### src/rtl/serdes_tx_pkg.sv
// Shared types and helpers for the transmit FFE serializer.
// Also holds the PRBS7 constants used when TX_PRBS_EN is defined.
package serdes_tx_pkg;

    typedef enum logic {
        IDLE = 1'b0,
        SEND = 1'b1
    } tx_state_t;

    // PRBS7, x^7 + x^6 + 1: feedback from the two oldest stages.
    localparam logic [6:0] PRBS7_SEED  = 7'h7F;
    localparam int         PRBS7_TAP_A = 6;
    localparam int         PRBS7_TAP_B = 5;

    function automatic int ffe_sat(
        input logic signed [1:0] s,
        input logic signed [1:0] p,
        input int                main_tap,
        input int                post_tap,
        input int                out_w
    );
        int raw;
        int lim;
        raw = int'(s) * main_tap - int'(p) * post_tap;
        lim = (1 << (out_w - 1)) - 1;
        if (raw > lim) begin
            return lim;
        end
        if (raw < -lim) begin
            return -lim;
        end
        return raw;
    endfunction

endpackage

### src/rtl/tx_ffe_tap.sv
// Two-tap de-emphasis: current symbol times main cursor minus previous symbol times post cursor.
// The result is saturated symmetrically, so the most negative code is never produced.
module tx_ffe_tap
    import serdes_tx_pkg::*;
#(
    parameter int OUT_W    = 8,
    parameter int MAIN_TAP = 96,
    parameter int POST_TAP = 32
) (
    input  logic signed [1:0]       sym_i,
    input  logic signed [1:0]       prev_i,
    output logic signed [OUT_W-1:0] level_o
);

    // Tap magnitudes stay below 2^(OUT_W-1), so the sum fits OUT_W+2 bits before clamping.
    assign level_o = OUT_W'(ffe_sat(sym_i, prev_i, MAIN_TAP, POST_TAP, OUT_W));

endmodule

### src/rtl/tx_ffe_serializer.sv
// Word-to-bit serializer (LSB first) with registered 2-tap FFE line level.
// Define TX_PRBS_EN to add the Prbs_mode input and a PRBS7 pattern source.
module tx_ffe_serializer
    import serdes_tx_pkg::*;
#(
    parameter int WIDTH    = 10,
    parameter int OUT_W    = 8,
    parameter int MAIN_TAP = 96,
    parameter int POST_TAP = 32
) (
    input  logic                    CLK,
    input  logic                    Rst,
    input  logic [WIDTH-1:0]        Data_in,
    input  logic                    Data_valid,
`ifdef TX_PRBS_EN
    input  logic                    Prbs_mode,
`endif
    output logic                    Data_ready,
    output logic signed [OUT_W-1:0] Data_out,
    output logic                    Tx_idle
);

    localparam int               CNT_W    = $clog2(WIDTH);
    localparam logic [CNT_W-1:0] LAST_IDX = CNT_W'(WIDTH - 1);

    tx_state_t               state_q, state_d;
    logic [CNT_W-1:0]        cnt_q, cnt_d;
    logic [WIDTH-2:0]        shift_q, shift_d;
    logic signed [1:0]       prev_q, prev_d;
    logic signed [1:0]       sym;
    logic signed [OUT_W-1:0] out_q, out_d;
    logic signed [OUT_W-1:0] level;
    logic                    word_ready;
    logic                    accept;
    logic                    drive;
    logic                    tx_bit;

    // cnt_q holds the index of the bit currently on Data_out; ready opens while the last bit shows.
    assign word_ready = (state_q == IDLE) || ((state_q == SEND) && (cnt_q == LAST_IDX));
    assign accept     = Data_valid && Data_ready;

`ifdef TX_PRBS_EN
    logic [6:0] lfsr_q, lfsr_d, lfsr_cur;
    logic       mode_q;
    logic       prbs_bit;

    assign lfsr_cur   = (Prbs_mode && !mode_q) ? PRBS7_SEED : lfsr_q;
    assign prbs_bit   = lfsr_cur[PRBS7_TAP_A] ^ lfsr_cur[PRBS7_TAP_B];
    assign lfsr_d     = Prbs_mode ? {lfsr_cur[5:0], prbs_bit} : lfsr_q;
    assign Data_ready = word_ready && !Prbs_mode;
    assign Tx_idle    = (state_q == IDLE) && !mode_q;
`else
    assign Data_ready = word_ready;
    assign Tx_idle    = (state_q == IDLE);
`endif

    always_comb begin
        state_d = state_q;
        cnt_d   = cnt_q;
        shift_d = shift_q;
        drive   = 1'b0;
        tx_bit  = 1'b0;
        if (accept) begin
            drive   = 1'b1;
            tx_bit  = Data_in[0];
            state_d = SEND;
            cnt_d   = '0;
            shift_d = Data_in[WIDTH-1:1];
        end else if (state_q == SEND) begin
            if (cnt_q == LAST_IDX) begin
                state_d = IDLE;
                cnt_d   = '0;
            end else begin
                drive   = 1'b1;
                tx_bit  = shift_q[0];
                shift_d = shift_q >> 1;
                cnt_d   = cnt_q + CNT_W'(1);
            end
        end
`ifdef TX_PRBS_EN
        // Pattern mode abandons any word in flight and parks the word path in IDLE.
        if (Prbs_mode) begin
            drive   = 1'b1;
            tx_bit  = prbs_bit;
            state_d = IDLE;
            cnt_d   = '0;
        end
`endif
    end

    assign sym    = tx_bit ? 2'sb01 : 2'sb11;
    assign out_d  = drive ? level : '0;
    assign prev_d = drive ? sym : 2'sb00;

    tx_ffe_tap #(
        .OUT_W   (OUT_W),
        .MAIN_TAP(MAIN_TAP),
        .POST_TAP(POST_TAP)
    ) u_tap (
        .sym_i  (sym),
        .prev_i (prev_q),
        .level_o(level)
    );

    always_ff @(posedge CLK) begin
        if (Rst) begin
            state_q <= IDLE;
            cnt_q   <= '0;
            shift_q <= '0;
            prev_q  <= 2'sb00;
            out_q   <= '0;
        end else begin
            state_q <= state_d;
            cnt_q   <= cnt_d;
            shift_q <= shift_d;
            prev_q  <= prev_d;
            out_q   <= out_d;
        end
    end

`ifdef TX_PRBS_EN
    always_ff @(posedge CLK) begin
        if (Rst) begin
            lfsr_q <= PRBS7_SEED;
            mode_q <= 1'b0;
        end else begin
            lfsr_q <= lfsr_d;
            mode_q <= Prbs_mode;
        end
    end
`endif

    assign Data_out = out_q;

endmodule

### config.mk
export PLATFORM = sky130hd
export DESIGN_NAME = tx_ffe_serializer
export DESIGN_NICKNAME = d
export VERILOG_FILES = /design/src/rtl/serdes_tx_pkg.sv /design/src/rtl/tx_ffe_tap.sv /design/src/rtl/tx_ffe_serializer.sv
export SDC_FILE = /design/constraint.sdc
export NUM_CORES = 1
export LEC_CHECK = 0
export BUFFER_PORTS_ARGS = -buffer_cell sky130_fd_sc_hd__buf_2
export CAP_MARGIN = 0
export CORE_ASPECT_RATIO = 1.2
export CORE_MARGIN = 5
export CORE_UTILIZATION = 38
export DETAILED_ROUTE_END_ITERATION = 10
export GPL_ROUTABILITY_DRIVEN = 0
export GPL_TIMING_DRIVEN = 0
export MAX_ROUTING_LAYER = met4
export PLACE_DENSITY_LB_ADDON = 0.1
export SETUP_SLACK_MARGIN = 0.5
export SLEW_MARGIN = 20
export SYNTH_ARGS = -nofsm -noshare
export SYNTH_HDL_FRONTEND = slang
export SYNTH_SLANG_ARGS = --single-unit
### constraint.sdc
create_clock -name CLK -period 4.9 [get_ports CLK]
set_clock_uncertainty 0.05 [all_clocks]
set_input_delay 0.245 -clock CLK [delete_from_list [all_inputs] [get_ports CLK]]
set_output_delay 0.245 -clock CLK [all_outputs]
set_load 0.01 [all_outputs]
==> reports/qor.yml, run 1 <==
period_share: 0.4629
power_density_nw_per_um2: 270.5
rsz0062_at_grt: "no"
reg2reg_to: "Data_out[6]"
cts_resized: 0
dpl.hpwl_mm: 1.531
cp_max_fo: 6
reg2reg_depth: 8
rows: 21
grt_max_degree: 13
yosys_warnings: 0
synthCells: 107
synth.top_cells.by_area: "dfxtp_1 (39%), a211oi_2 (10%), mux2i_1 (8.4%), ha_1 (7.0%), nor2_1 (3.8%)"
syn_nets: 126
fillCellCount: 291
ys.flop_type: "dfxtp_1"
synth-edff-count: 0
crit_path_end: "Data_out[6]"
grt_pass1_vias: 756
wl_per_cell_um: 11.45
worstMarginPinSlew_ps: 634.8
core_um2: 2759
synth.mux.area_fraction: 0.08372
final_cell_mix: "buf_2 (23), dfxtp_1 (21), nor2_1 (11)"
drt_first_pass_iters: 4
synth_top_family_by_area: "compound AO/OA/AOI/OAI gates"
critPathKind: "reg2reg"
wl_mm: 1.912
initial_core_util: 0.3900
antenna_found_initial: 0
fp.dieW_um: 58.58
seq_area_um2: 420.4
synth_compound_area_frac: 0.1802
cp.arrival_ps: 2450
ys_types: 34
synth.avg_cell_area_um2: 10.06
io_buffer_count: 22
num_io_pins: 23
setup_viol: 0
nNetsFinal: 153
fin_util: 0.4553
h-tree-depth: 1
grt_overflow: 0
cts_setup_buffers: 0
setup_tns_ps: 0
postLayoutCellArea_um2: 1256
final_common_cell: "buf_2"
grt_use_total: 0.1104
slew_headroom: 0.5768
fin_cells: 167
num_antenna_cells: 0
die-area_um2: 4000
fmax_mhz: 440.9
r2r-start: "cnt_q[2]"
yosys.area_share.xor_xnor: 0.01628
setup.worst_path.end_class: "register"
cts_tree: "done"
clock_latency_ps: 300
clk_pin_slew_ps: 110
cts_root_buffer: "clkbuf_4"
cts_buffers: 3
vias: 777
ant_nets: 0
min_period_ps: 2268
outcome: "complete, no violations"
hold_buffers: 0
worst_setup_path_start_kind: "register"
vias_per_cell: 4.653
synth_simple_gate_area_frac: 0.1779
synth_adder_area_share: 0.06977
ys_seq_area_frac: 0.3907
critPathLaunch: "cnt_q[2]"
drive_above_1_share: 0.4135
first_iter_violations: 13
reg2reg_slack_ps: 2630
ir_worst_vdd_v: 0.0001707
cts_num_sinks: 21
dpl_cell_area_um2: 1229
die_h_um: 68.29
multiInputGateArea_um2: 568.0
hold_viol_final: 0
netlist_area_um2: 1076
yosysTopAreaCell: "dfxtp_1"
slew_violations: 0
remaining_drc_errors: 0
power.static_leakage_nw: 0.5697
area_growth_pct: 16.74
hp-class: "in2reg"
ys_ff_latch: 21
clockBufferDepth: 2
place_inst: 163
pre_cts_ws_ps: 2641
synth.top_cell.area_share: 0.3907
drv_cap: 0
cp.required_ps: 5080
holdPathStages: 3
async_flop_share: 0
grt_pass1_wl_mm: 3.229
setup_ws_ps: 2632
[cell usage after synthesis (3+ instances only)]
master / n
inv_1: 4
nor3_1: 4
inv_2: 4
nor2_2: 3
nor2_1: 11
o21ai_0: 3
nor2b_1: 3
a211oi_2: 9
a21oi_1: 4
dfxtp_1: 21
ha_1: 6
mux2i_1: 9
buf_4: 3
[how the worst min path moves through the flow]
stage / end / startpoint
6_report: shift_q[8] / Data_in[9]
5_1_grt: state_q / Rst
4_1_cts: shift_q[8] / Data_in[9]
3_5_place_dp: shift_q[8] / shift_q[8]
3_3_place_gp: shift_q[8] / shift_q[8]
2_1_floorplan: shift_q[8] / Data_in[9]
[layout make-up]
cell class	instances	share of cell area
Inverter	8	0.02390
Buffer	7	0.04582
Tap cell	34	0.03386
Sequential cell	21	0.3347
Clock inverter	1	0.003984
Timing Repair Buffer	22	0.08765
Multi-Input combinational cell	71	0.4522
Clock buffer	3	0.01793
[stage by stage]
stage	hold WS [ps]	power, W
finish	173.2	0.0003398
global route	211.9	0.0003660
CTS	162.7	0.0003508
detailed placement	474.2	0.0002636
global placement	468.3	0.0002614
floorplan	390.3	0.0002438
[where the power goes]
group / total [W] / internal [W] / switching, W
combinational: 0.0000679 / 0.0000313 / 0.0000366
clock: 0.0000821 / 0.0000305 / 0.0000516
sequential: 0.000190 / 0.000183 / 0.00000696
[cells by family (layout without fill, tap and decap cells)]
group | count (synthesis) | count (layout)
DFF | 21 | 21
adders and majority gates | 6 | 6
AOI/OAI and AO/OA | 21 | 21
muxes | 9 | 9
buffers and inverters | 15 | 41
and+or+nand+nor | 33 | 33
xor gates and xnor gates | 2 | 2
[per-layer routing]
| layer | up-vias | track usage | wire, µm | share of wire |
|---|---|---|---|---|
| li1 | 412 | - | - | - |
| met1 | 348 | 0.1178 | 803 | 0.42 |
| met2 | 13 | 0.1941 | 980 | 0.51 |
| met3 | 4 | 0.01887 | 90 | 0.047 |
| met4 | 0 | 0.05949 | 36 | 0.019 |
| met5 | - | - | 0 | 0 |
[worst max-delay path: stages (launching register included)]
cell and delay, ps:
dfxtp_1 370, and4bb_4 370, nor3_1 60, nor2_1 340, ha_1 310, nor2b_1 230
or3_1 200, nor2_1 70, a211oi_2 200
[flip-flops by register name, summed over array words and instances, names as in the netlist]
register and cells:
Data_out 5, cnt_q 4, state_q 1, shift_q 9, prev_q 2
(Power assumes the default switching activity.)
==> run 2: changes to the inputs <==
clock period = 1.9 ns   (was 4.9 ns; I/O delays follow)
==> reports/qor.yml, run 2 (same netlist as run 1, synthesis figures left out) <==
period_share: 0.9812  # +0.5183
grt_pass1_vias: 809  # +7.0%
setup.worst_path.end_class: "register"
cts_tree: "done"
clk_pin_slew_ps: 120  # about the same
hp-class: "in2reg"
grtUsageMet2: 0.1969  # +0.002793
hold_viol_final: 0  # unchanged
power_density_nw_per_um2: 637.6  # +140%
wl_mm: 2.127  # +11%
cp_max_fo: 5  # -1
ir_worst_vdd_v: 0.0003824  # +120%
clockBufferDepth: 2  # unchanged
clockPowerShare: 0.227  # -0.014
dpl.hpwl_mm: 1.499  # -2.1%
cp_common_cell: "a21oi_2"
largest_reg_flops: 9  # unchanged
rsz0062_at_grt: "yes"
first_iter_violations: 20  # +7
cts_root_buffer: "clkbuf_4"
r2r-start: "cnt_q[1]"
cts_buffers: 3  # unchanged
power_w: 0.0009429  # +180%
grt_max_degree: 13  # unchanged
pre_cts_ws_ps: -55.97  # -2697 ps
slew_violations: 0  # unchanged
final_common_cell: "buf_2"
fin_cells: 180  # +7.8%
min_period_ps: 1864  # -403.9 ps
die-area_um2: 4000  # unchanged
critPathLaunch: "cnt_q[1]"
antenna_found_initial: 0  # unchanged
drt_first_pass_iters: 2  # -2
cp.required_ps: 2110  # -2970 ps
grt_overflow: 0  # unchanged
crit_path_end: "Data_out[5]"
core_um2: 2759  # unchanged
num_antenna_cells: 0  # unchanged
worst_setup_path_start_kind: "register"
clock_latency_ps: 310  # about the same
drive_above_1_share: 0.6096  # +0.1961
h-tree-depth: 1  # unchanged
worstMarginPinSlew_ps: 662.9  # +28.12 ps
grt_use_met3: 0.02453  # +0.005660
top_register: "shift_q"
hold_buffers: 0  # unchanged
vias_per_cell: 4.644  # -0.18%
cts_num_sinks: 21  # unchanged
grt_pass1_wl_mm: 3.553  # +10%
postLayoutCellArea_um2: 1479  # +18%
initial_core_util: 0.3900  # unchanged
cp.arrival_ps: 2080  # -370 ps
vias: 836  # +7.6%
swShare: 0.2875  # +0.007306
area_growth_pct: 37.44
rows: 21  # unchanged
path_cells: "nand4bb_1, a21oi_2, nor2_4, ha_1, nor2b_2, or3_4, a21oi_2, o21a_1"
final_cell_mix: "buf_2 (22), dfxtp_1 (16), buf_4 (12)"
total_switching_power_w: 0.0002711  # +180%
fmax_mhz: 536.4  # +22%
remaining_drc_errors: 0  # unchanged
place_inst: 163  # unchanged
grt.busiest_layer: "met2"
cp_slowest_cell: "dfxtp_4"
setup_viol: 0  # unchanged
drv_cap: 0  # unchanged
gr-usage-met1: 0.1393  # +0.02152
power.static_leakage_nw: 0.6494  # +14%
die_h_um: 68.29  # unchanged
reg2reg_to: "Data_out[5]"
critPathMaxStageDelay_ps: 370  # about the same
ant_nets: 0  # unchanged
outcome: "complete, no violations"
reg2reg_depth: 8  # unchanged
setup_tns_ps: 0  # unchanged
fillCellCount: 264  # -9.3%
setup_ws_ps: 35.64  # -2596 ps
critPathKind: "reg2reg"
reg2reg_slack_ps: 40  # -2600 ps
dpl_cell_area_um2: 1267  # +3.2%
holdPathStages: 3  # unchanged
internal_power_w: 0.0006719  # +170%
io_buffer_count: 22  # unchanged
combPwrFrac: 0.251  # +0.051
wl_per_cell_um: 11.82  # +3.2%
pwr-share-seq: 0.522  # -0.037
fp.dieW_um: 58.58  # unchanged
num_io_pins: 23  # unchanged
grt_use_total: 0.1213  # +0.01088
nNetsFinal: 166  # +8.5%
slew_headroom: 0.5581  # -0.01875
[run 2: how the worst min path moves through the flow]
stage / slack, ps / start / end
after global routing: 10 / Rst / state_q
after CTS: 20 / Data_in[9] / shift_q[8]
final: 20 / Rst / state_q
after detailed placement: 360 / Data_in[9] / shift_q[8]
after global placement: 350 / Data_in[9] / shift_q[8]
after floorplan: 240 / Data_in[9] / shift_q[8]
[run 2: power by group through the flow]
stage	Sequential, W	Combinational [W]	Clock, W
2_1_floorplan	0.000501	0.000141	0
3_5_place_dp	0.000501	0.000191	0
3_3_place_gp	0.000500	0.000188	0
5_1_grt	0.000498	0.000263	0.000252
6_report	0.000492	0.000237	0.000214
4_1_cts	0.000490	0.000213	0.000235
[run 2: worst max-delay path, delay by kind of cell (launching register included)]
| kind | cells | cell delay (ps) |
|---|---|---|
| AO/OA/AOI/OAI | 3 | 430 |
| AND/OR/NAND/NOR | 4 | 690 |
| adder cells (fa/ha/maj) | 1 | 290 |
| flip-flops | 1 | 370 |
[run 2: repair_timing]
action / CTS / global route
buffers inserted: 6 / 6
endpoints found under the setup margin: 18 / 20
gates resized for setup: 11 / 14
cloned: 1 / 0
pin swaps: 9 / 5
[run 2: area by class of cell]
| cell class | count | area (µm²) | area share |
|---|---|---|---|
| Clock buffer | 3 | 22.52 | 0.01523 |
| Clock inverter | 1 | 5.005 | 0.003384 |
| Inverter | 8 | 30.03 | 0.02030 |
| Multi-Input combinational cell | 71 | 651.9 | 0.4408 |
| Timing Repair Buffer | 35 | 232.7 | 0.1574 |
| Buffer | 7 | 62.56 | 0.04230 |
| Sequential cell | 21 | 431.7 | 0.2919 |
| Tap cell | 34 | 42.54 | 0.02876 |
[run 2: per-stage QoR]
step,utilization,hold WS [ps]
after detailed placement,0.4594,358.8
after global placement,0.4594,346.0
after CTS,0.5016,24.56
final,0.5361,20.06
after global routing,0.5361,14.23
after floorplan,-,240.3
[run 2: routing by layer]
metal | routed length [µm] | part of all wire
met1 | 927 | 0.44
met2 | 1056 | 0.50
met3 | 106 | 0.050
met4 | 36 | 0.017
met5 | 0 | 0
==> run 3: changes to the inputs <==
--- a/constraint.sdc
+++ b/constraint.sdc
@@ -3,3 +3,3 @@
 set_input_delay 0.095 -clock CLK [delete_from_list [all_inputs] [get_ports CLK]]
 set_output_delay 0.095 -clock CLK [all_outputs]
-set_load 0.01 [all_outputs]
+set_load 0.005 [all_outputs]
==> reports/qor.yml, run 3 (same netlist as run 1, synthesis figures left out) <==
wl_per_cell_um: 12.98  # +9.8%
num_io_pins: 23  # unchanged
violations: "negative setup slack"
clockBufferDepth: 2  # unchanged
antenna_found_initial: 0  # unchanged
dpl.hpwl_mm: 1.498  # about the same
fin_util: 0.5678  # +0.03175
die-area_um2: 4000  # unchanged
die_h_um: 68.29  # unchanged
grt_overflow: 0  # unchanged
drive_above_1_share: 0.6233  # +0.01370
cts_buffers: 3  # unchanged
area_growth_pct: 45.58
vias: 872  # +4.3%
period_share: 1.005  # +0.02403
worstMarginPinSlew_ps: 658.9  # -3.960 ps
hp-class: "in2reg"
remaining_drc_errors: 0  # unchanged
setup.worst_path.end_class: "register"
h-tree-depth: 1  # unchanged
drt_first_pass_iters: 4  # +2
grt_pass1_wl_mm: 3.884  # +9.3%
power_density_nw_per_um2: 617.1  # -3.2%
setup_ws_ps: -10.02  # -45.66 ps
fp.dieW_um: 58.58  # unchanged
power_w: 0.0009667  # +2.5%
worst_setup_path_start_kind: "register"
core_um2: 2759  # unchanged
ant_nets: 0  # unchanged
grt_pass1_vias: 884  # +9.3%
grt_use_total: 0.1332  # +0.01190
clk_pin_slew_ps: 110  # about the same
slew_violations: 0  # unchanged
ir_worst_vdd_v: 0.0004288  # +12%
min_period_ps: 1910  # +45.66 ps
num_antenna_cells: 0  # unchanged
first_iter_violations: 7  # -65%
grt_max_degree: 12  # -1
cts_num_sinks: 21  # unchanged
cts_tree: "done"
top_register: "shift_q"
nNetsFinal: 166  # unchanged
setup_viol: 2  # +2
cp.required_ps: 2100  # about the same
drv_cap: 0  # unchanged
rsz0062_at_grt: "yes"
clock_latency_ps: 300  # about the same
fmax_mhz: 523.6  # -2.4%
wl_mm: 2.336  # +9.8%
cts_root_buffer: "clkbuf_4"
slew_headroom: 0.5607  # +0.002640
io_buffer_count: 22  # unchanged
vias_per_cell: 4.844  # +4.3%
cp.arrival_ps: 2110  # +30 ps
hold_viol_final: 0  # unchanged
critPathKind: "reg2reg"
initial_core_util: 0.3900  # unchanged
cp_max_fo: 7  # +2
outcome: "finished with violations"
power.static_leakage_nw: 0.6698  # +3.1%
rows: 21  # unchanged
final_common_cell: "buf_2"
final_cell_mix: "buf_2 (22), dfxtp_1 (16), nor2_4 (12)"
largest_reg_flops: 9  # unchanged
-- run 3: changes by cell type in the layout (fill, tap and decap cells not counted), moves of 2 or more --
cell    delta
nor2_2     -3
nor2_1     -5
buf_4      -2
nor2_4     +8
-- run 3: path summary, 6_finish.rpt --
path | from | endpoint | slack, ps | depth (start not counted)
setup / recovery | cnt_q[1] | Data_out[5] | -10 | 8
hold / removal | Data_in[9] | shift_q[8] | 50 | 3
setup reg to reg | cnt_q[1] | Data_out[5] | -10 | 8
hold reg to reg | shift_q[2] | shift_q[1] | 470 | 2
-- run 3: routing by layer --
metal	vias to the layer above	global-route usage	part of all wire
li1	446	-	-
met1	410	0.1502	0.42
met2	14	0.2291	0.52
met3	2	0.01887	0.049
met4	0	0.06799	0.0098
met5	-	-	0
-- run 3: worst max-delay path: stages, from the launching register on --
cell and delay (ps):
dfxtp_4 380, and4bb_4 350, nor3_4 50, nor2_4 150, inv_2 60, ha_1 180, or3_4 410, a21oi_2 120
o21a_1 110
-- run 3: what timing repair did --
item	CTS	global route
pin swaps	11	8
setup endpoints to repair	18	19
buffers inserted	7	4
hold buffers	0	0
gates cloned	2	0
resized for setup	35	8
-- run 3: final cells by class --
class | instances | area, µm²
Fill cell | 269 | 1192
Multi-Input combinational cell | 71 | 701.9
Sequential cell | 21 | 434.2
Timing Repair Buffer | 35 | 269.0
Buffer | 7 | 62.56
Tap cell | 34 | 42.54
Inverter | 8 | 30.03
Clock buffer | 4 | 26.28
-- run 3: through the flow --
stage	hold slack (ps)	std cells	TNS, ps	worst slack (ps)	area, µm²
6_report	45.98	180	-16.51	-10.02	1567
5_1_grt	46.66	180	-181.8	-99.29	1567
4_1_cts	49.07	176	-51.80	-28.31	1509
3_5_place_dp	366.4	163	-91.60	-54.74	1267
3_3_place_gp	345.8	163	-102.1	-63.96	1267
2_1_floorplan	240.3	107	0	60.38	1115
-- run 3: where the power goes --
part | switching [W] | internal [W] | total (W)
clock | 0.000127 | 0.0000817 | 0.000209
sequential | 0.0000271 | 0.000469 | 0.000496
combinational | 0.000121 | 0.000141 | 0.000261
total | 0.000275 | 0.000692 | 0.000967
